$ cat src/rtl/instr_sequencer.sv
// ---------------------------------------------------------------------------
// instr_sequencer
//
// Fetch / decode / issue controller sitting directly in front of the
// register-file + ALU stage. One instruction is in flight at a time:
//
//   IDLE -> FETCH -> DECODE -> EXEC -> (FETCH | IDLE | HALT)
//
// Instruction word: [31:28] opcode, [27:24] rd, [23:20] rs1, [19:16] rs2,
//                   [15:0] imm (sign-extended or truncated to PC_WIDTH).
// Opcodes: 0x0-0x7 ALU (alu_ctrl = opcode[2:0], reg_write pulse),
//          0x8 BRZ (compare via BR_ALU_OP, taken when alu_zero),
//          0x9 JMP (pc-relative), 0xA-0xE NOP, 0xF HALT.
//
// Ports:
//   clk         in   clock, rising edge
//   rst         in   asynchronous reset, active low
//   run         in   level enable; 0 parks the sequencer in IDLE
//   imem_req    out  fetch request (high throughout FETCH)
//   imem_addr   out  fetch word address (= pc)
//   imem_ack    in   fetch acknowledge, imem_rdata valid same cycle
//   imem_rdata  in   instruction word
//   read_reg1   out  rs1 to register file
//   read_reg2   out  rs2 to register file
//   write_reg   out  rd to register file
//   alu_ctrl    out  ALU operation select (valid in EXEC only)
//   reg_write   out  register-file write enable, one-cycle pulse in EXEC
//   alu_zero    in   ALU zero flag, sampled in EXEC
//   pc          out  current program counter
//   halted      out  high while in HALT
//   busy        out  high in FETCH, DECODE or EXEC
//   retired     out  (INSTR_RETIRE_COUNT_EN only) count of completed EXECs
//
// Optional feature: define INSTR_RETIRE_COUNT_EN to add the 32-bit
// retired-instruction counter and its output port.
// ---------------------------------------------------------------------------
module instr_sequencer #(
    parameter int unsigned           PC_WIDTH  = 16,
    parameter logic [PC_WIDTH-1:0]   RESET_PC  = '0,
    parameter logic [2:0]            BR_ALU_OP = 3'b001
) (
    input  logic                clk,
    input  logic                rst,
    input  logic                run,
    output logic                imem_req,
    output logic [PC_WIDTH-1:0] imem_addr,
    input  logic                imem_ack,
    input  logic [31:0]         imem_rdata,
    output logic [3:0]          read_reg1,
    output logic [3:0]          read_reg2,
    output logic [3:0]          write_reg,
    output logic [2:0]          alu_ctrl,
    output logic                reg_write,
    input  logic                alu_zero,
    output logic [PC_WIDTH-1:0] pc,
    output logic                halted,
    output logic                busy
`ifdef INSTR_RETIRE_COUNT_EN
    ,
    output logic [31:0]         retired
`endif
);

    typedef enum logic [2:0] {
        S_IDLE,
        S_FETCH,
        S_DECODE,
        S_EXEC,
        S_HALT
    } state_t;

    localparam logic [3:0] OP_BRZ  = 4'h8;
    localparam logic [3:0] OP_JMP  = 4'h9;
    localparam logic [3:0] OP_HALT = 4'hF;

    state_t                state_q;
    logic [31:0]           ir_q;
    logic [PC_WIDTH-1:0]   pc_q;
    logic [PC_WIDTH-1:0]   pc_d;
    logic                  imem_req_q;
    logic [2:0]            alu_ctrl_q;
    logic                  reg_write_q;
`ifdef INSTR_RETIRE_COUNT_EN
    logic [31:0]           retired_q;
`endif

    logic [3:0]            opcode;
    logic [PC_WIDTH-1:0]   imm_ext;
    logic [PC_WIDTH-1:0]   pc_plus1;
    logic [PC_WIDTH-1:0]   pc_rel;
    logic [2:0]            dec_alu_ctrl;
    logic                  dec_reg_write;

    assign opcode = ir_q[31:28];

    // Immediate is widened with sign replication when the PC is wider than
    // 16 bits, otherwise only the low PC_WIDTH bits participate.
    generate
        if (PC_WIDTH > 16) begin : g_imm_sext
            assign imm_ext = {{(PC_WIDTH-16){ir_q[15]}}, ir_q[15:0]};
        end else begin : g_imm_trunc
            assign imm_ext = ir_q[PC_WIDTH-1:0];
        end
    endgenerate

    // Next-PC and issue controls decoded from the instruction register.
    // pc_q still holds the address of the instruction in EXEC, so relative
    // targets are taken from the branch/jump's own address.
    always_comb begin
        pc_plus1      = pc_q + PC_WIDTH'(1);
        pc_rel        = pc_q + imm_ext;
        pc_d          = pc_plus1;
        dec_alu_ctrl  = '0;
        dec_reg_write = 1'b0;

        case (opcode)
            OP_BRZ:  pc_d = alu_zero ? pc_rel : pc_plus1;
            OP_JMP:  pc_d = pc_rel;
            OP_HALT: pc_d = pc_q;
            default: pc_d = pc_plus1;
        endcase

        if (!opcode[3]) begin
            dec_alu_ctrl  = opcode[2:0];
            dec_reg_write = 1'b1;
        end else if (opcode == OP_BRZ) begin
            dec_alu_ctrl  = BR_ALU_OP;
        end
    end

    // Sequencer FSM with registered outputs. Each output register is loaded
    // on the edge that enters the state in which it must be valid.
    always_ff @(posedge clk or negedge rst) begin
        if (!rst) begin
            state_q     <= S_IDLE;
            ir_q        <= '0;
            pc_q        <= RESET_PC;
            imem_req_q  <= 1'b0;
            alu_ctrl_q  <= '0;
            reg_write_q <= 1'b0;
`ifdef INSTR_RETIRE_COUNT_EN
            retired_q   <= '0;
`endif
        end else begin
            case (state_q)
                S_IDLE: begin
                    if (run) begin
                        state_q    <= S_FETCH;
                        imem_req_q <= 1'b1;
                    end
                end

                S_FETCH: begin
                    // Ack only counts while a request is outstanding.
                    if (imem_req_q && imem_ack) begin
                        ir_q       <= imem_rdata;
                        imem_req_q <= 1'b0;
                        state_q    <= S_DECODE;
                    end
                end

                S_DECODE: begin
                    alu_ctrl_q  <= dec_alu_ctrl;
                    reg_write_q <= dec_reg_write;
                    state_q     <= S_EXEC;
                end

                S_EXEC: begin
                    alu_ctrl_q  <= '0;
                    reg_write_q <= 1'b0;
                    pc_q        <= pc_d;
`ifdef INSTR_RETIRE_COUNT_EN
                    retired_q   <= retired_q + 32'd1;
`endif
                    if (opcode == OP_HALT) begin
                        state_q <= S_HALT;
                    end else if (run) begin
                        state_q    <= S_FETCH;
                        imem_req_q <= 1'b1;
                    end else begin
                        state_q <= S_IDLE;
                    end
                end

                S_HALT: begin
                    state_q <= S_HALT;
                end

                default: begin
                    state_q    <= S_IDLE;
                    imem_req_q <= 1'b0;
                end
            endcase
        end
    end

    // Register selects come straight from the instruction register, which
    // only changes on a fetch ack, so they hold the last decoded fields.
    assign read_reg1 = ir_q[23:20];
    assign read_reg2 = ir_q[19:16];
    assign write_reg = ir_q[27:24];

    assign imem_req  = imem_req_q;
    assign imem_addr = pc_q;
    assign pc        = pc_q;
    assign alu_ctrl  = alu_ctrl_q;
    assign reg_write = reg_write_q;
    assign halted    = (state_q == S_HALT);
    assign busy      = (state_q == S_FETCH) || (state_q == S_DECODE) ||
                       (state_q == S_EXEC);
`ifdef INSTR_RETIRE_COUNT_EN
    assign retired   = retired_q;
`endif

endmodule

$ cat config.mk
export PLATFORM = sky130hd
export DESIGN_NAME = instr_sequencer
export DESIGN_NICKNAME = d
export VERILOG_FILES = /design/src/rtl/instr_sequencer.sv
export SDC_FILE = /design/constraint.sdc
export NUM_CORES = 1
export LEC_CHECK = 0
export ABC_AREA = 1
export BUFFER_PORTS_ARGS = -buffer_cell sky130_fd_sc_hd__buf_2
export CORE_ASPECT_RATIO = 1.75
export CORE_UTILIZATION = 45
export CTS_CLUSTER_SIZE = 30
export DETAILED_ROUTE_END_ITERATION = 8
export PLACE_DENSITY = 0.79
export SETUP_SLACK_MARGIN = 0.02
export SLEW_MARGIN = 20
export SYNTH_ARGS = -nofsm -noshare
export SYNTH_HDL_FRONTEND = slang
export SYNTH_SLANG_ARGS = --single-unit
$ cat constraint.sdc
create_clock -name clk -period 4.41 [get_ports clk]
set_input_delay 1.323 -clock clk [delete_from_list [all_inputs] [get_ports clk]]
set_output_delay 1.323 -clock clk [all_outputs]
set_load 0.02 [all_outputs]
==> results by group <==
Run status
  • Status: completed

Timing
  • RSZ-0062 raised after global routing: no
  • Skew final: 0.00744 ns
  • Ratio of final minimum period to clock period: between 50% and 60%
  • Setup TNS: 0 ns
  • Final min period: 2.48 ns
  • Final hold viol count: 0
  • Max-slew violation count: 0
  • F_max: about 400 MHz
  • Final hold slack: about 0.49 ns
  • Rel. slew slack: 41.6%
  • Worst-Margin Slew: 0.876 ns
  • Final setup vio count: 0

Power
  • Peak VDD IR: between 0.2 and 0.3 mV
  • P_leak: approximately 0.0024 µW
  • PwrDens: around 240 mW/mm²

Drt
  • Starting DRC count in detailed routing: 222
  • Drt pass-1 iters: 4
  • WL per Instance: ~15 µm
  • DRT antenna net count: 0
  • DRC Markers: 0
  • Via density: roughly 5.3
  • Total Routed Length: about 9400 µm
  • Via Count: about 3400

Setup path
  • Crit-path cells: buf_2
  • Worst path max stage delay: about 0.60 ns
  • Critical path type: reg -> out
  • Crit path required time: 3.09 ns
  • Maximum fanout along the worst path: 10
  • Arr. time, crit path: 1.15 ns
  • Delay-heaviest family, CP: flip-flops
  • CP Capture Type: output port
  • Slowest cell on crit path: dfrtp_1
  • Startpoint types: flip-flop
  • CP Buf/Inv Count: 1

Flow run
  • Max cap viols: 0

Place
  • GP Congestion: around 0.84
  • Port buffer count: 87
  • Post-DP HPWL: roughly 7000 µm

Clocking
  • Clock buffer depth: 2
  • CTS tree: yes
  • Clock Root Buffer: clkbuf_16
  • Worst-path clk slew: ~0.08 ns
  • H-tree Lvls: 2
  • Clock Latency Late Sink: just over 0.3 ns
  • Clock Sinks: 56
  • Hold-fix buffers, CTS: 0
  • Inserted Clock Buffers: 5
  • Postcts setup bufs: 0
  • Post-CTS sizing: 0

Synthesis
  • Area leader, netlist: dfrtp_1
  • Number of synthesized flops with an enable pin: 0
  • Top cell type's share of synthesized area: a little under two fifths
  • Leading post-synthesis cells by cell area: dfrtp_1 37%, nand2_1 12%, mux2_1 5.9%
  • Yosys warns: 0
  • #FFs+latches synth: 56
  • Cell count after synthesis: 491
  • Post-synthesis sequential area ratio: between 30% and 40%
  • Syn_nets: roughly 550
  • Fraction of registers with async set/reset: 100%
  • Mapped cell area: around 0.0038 mm²
  • Post-synth cell types: 37
  • Most frequent cell after synthesis: nand2_1
  • Mean Syn Cell Area: 7.75 µm²
  • Top cells by count, synth: 118 x nand2_1, 56 x dfrtp_1, 53 x inv_1, 39 x nand3_1, 35 x nor2_1
  • Top FF cell, synth: dfrtp_1

Global routing
  • Vias in the first global route: 3388
  • GRT Total Usage: a little under a quarter
  • GRT overflow: 0
  • Initial antenna violation count: 0
  • First-pass GRT wire length: 15400 µm
  • Largest net degree at the start of global routing: 39

Die
  • Die Y: between 100 and 150 µm
  • Die Wd: 71.5 µm
  • Num ports: 88
  • Core area: just over 0.008 mm²
  • Rows: between 40 and 50
  • Starting density of the core: between 40% and 50%
  • Die Area: 0.00884 mm²

Final layout
  • Diodes inserted: 0
  • Filler Cells Inserted: between 800 and 900
  • Layout cells sized above 1: around a quarter
  • Final net count: approximately 600
  • Layout area overhead: 12.0%

Worst hold path
  • Hold WC Path Type: reg -> reg
[per-stage QoR]
stage	instances	power, µW	area (µm²)	utilization [%]	setup slack (ns)
global route	642	1040	4260	51.6	1.81
global placement	634	549	4090	49.5	1.70
floorplan	491	524	3800	-	2.27
finish	642	1000	4260	51.6	1.93
detailed placement	634	550	4090	49.5	1.67
CTS	642	1020	4260	51.6	1.93
[report_power, final]
| group | leakage (µW) | internal (µW) | switching (µW) |
|---|---|---|---|
| sequential | 0.000699 | 513 | 0 |
| clock | 0.0000798 | 268 | 198 |
| combinational | 0.00163 | 11.8 | 14.1 |
| total | 0.00241 | 792 | 213 |
[logic make-up after synthesis]
logic type	synth area share, %
AOI/OAI and AO/OA	9.24
xor gates and xnor gates	0.921
adders and majority gates	5.79
buffers and inverters	13.7
DFF	36.8
muxes	7.99
and+or+nand+nor	25.5
[cell usage in the layout, fill, tap and decap left out, types with 3 or more instances in the layout]
cell type / synthesis / final
a21oi_1: 31 / 31
a22oi_1: 3 / 3
a31oi_1: 3 / 3
buf_2: 6 / 87
clkbuf_16: 0 / 5
dfrtp_1: 56 / 56
ha_1: 16 / 16
inv_1: 53 / 53
inv_2: 14 / 14
mux2_1: 20 / 20
mux2_2: 7 / 7
nand2_1: 118 / 118
nand3_1: 39 / 39
nand3b_1: 6 / 6
nand4_1: 8 / 8
nor2_1: 35 / 35
nor2_2: 3 / 3
o21ai_0: 5 / 5
o21ai_1: 8 / 8
o21bai_1: 3 / 3
o22ai_1: 3 / 3
[metal layers]
metal	vias up	GRT usage [%]	wire (µm)
met5	-	0	0
met4	0	11.9	336
met3	22	3.48	370
met2	85	43.4	5170
met1	1624	23.9	3530
li1	1682	-	-
[registers in the layout (all words and copies together) (netlist names)]
register / flops
reg_write: 1
state_q: 3
imem_addr: 16
alu_ctrl: 3
ir_q: 32
imem_req: 1
[final timing paths]
check | startpoint | end | slack (ns) | cells after the start
max | imem_addr[9] | pc[9] | 1.93 | 1
min | reg_write | reg_write | 0.49 | 2
max reg2reg | imem_addr[0] | imem_addr[10] | 2.33 | 10
min reg2reg | reg_write | reg_write | 0.49 | 2
max in group asynchronous | rst | ir_q[2] | 2.48 | 2
min in group asynchronous | rst | ir_q[12] | 1.13 | 1
[layout make-up]
cell class | count | area [µm²] | area share [%]
Timing Repair Buffer | 88 | 443 | 10.4
Inverter | 67 | 251 | 5.90
Tap cell | 92 | 115 | 2.70
Sequential cell | 56 | 1400 | 32.9
Multi-Input combinational cell | 331 | 1880 | 44.2
Clock buffer | 5 | 125 | 2.94
Clock inverter | 3 | 42.5 | 0.999
[worst min-delay path, delay by kind of cell (launching register included)]
kind	cells	cell delay, ns
flip-flops	1	0.34
AND/OR/NAND/NOR	2	0.11
(Power assumes the default switching activity.)
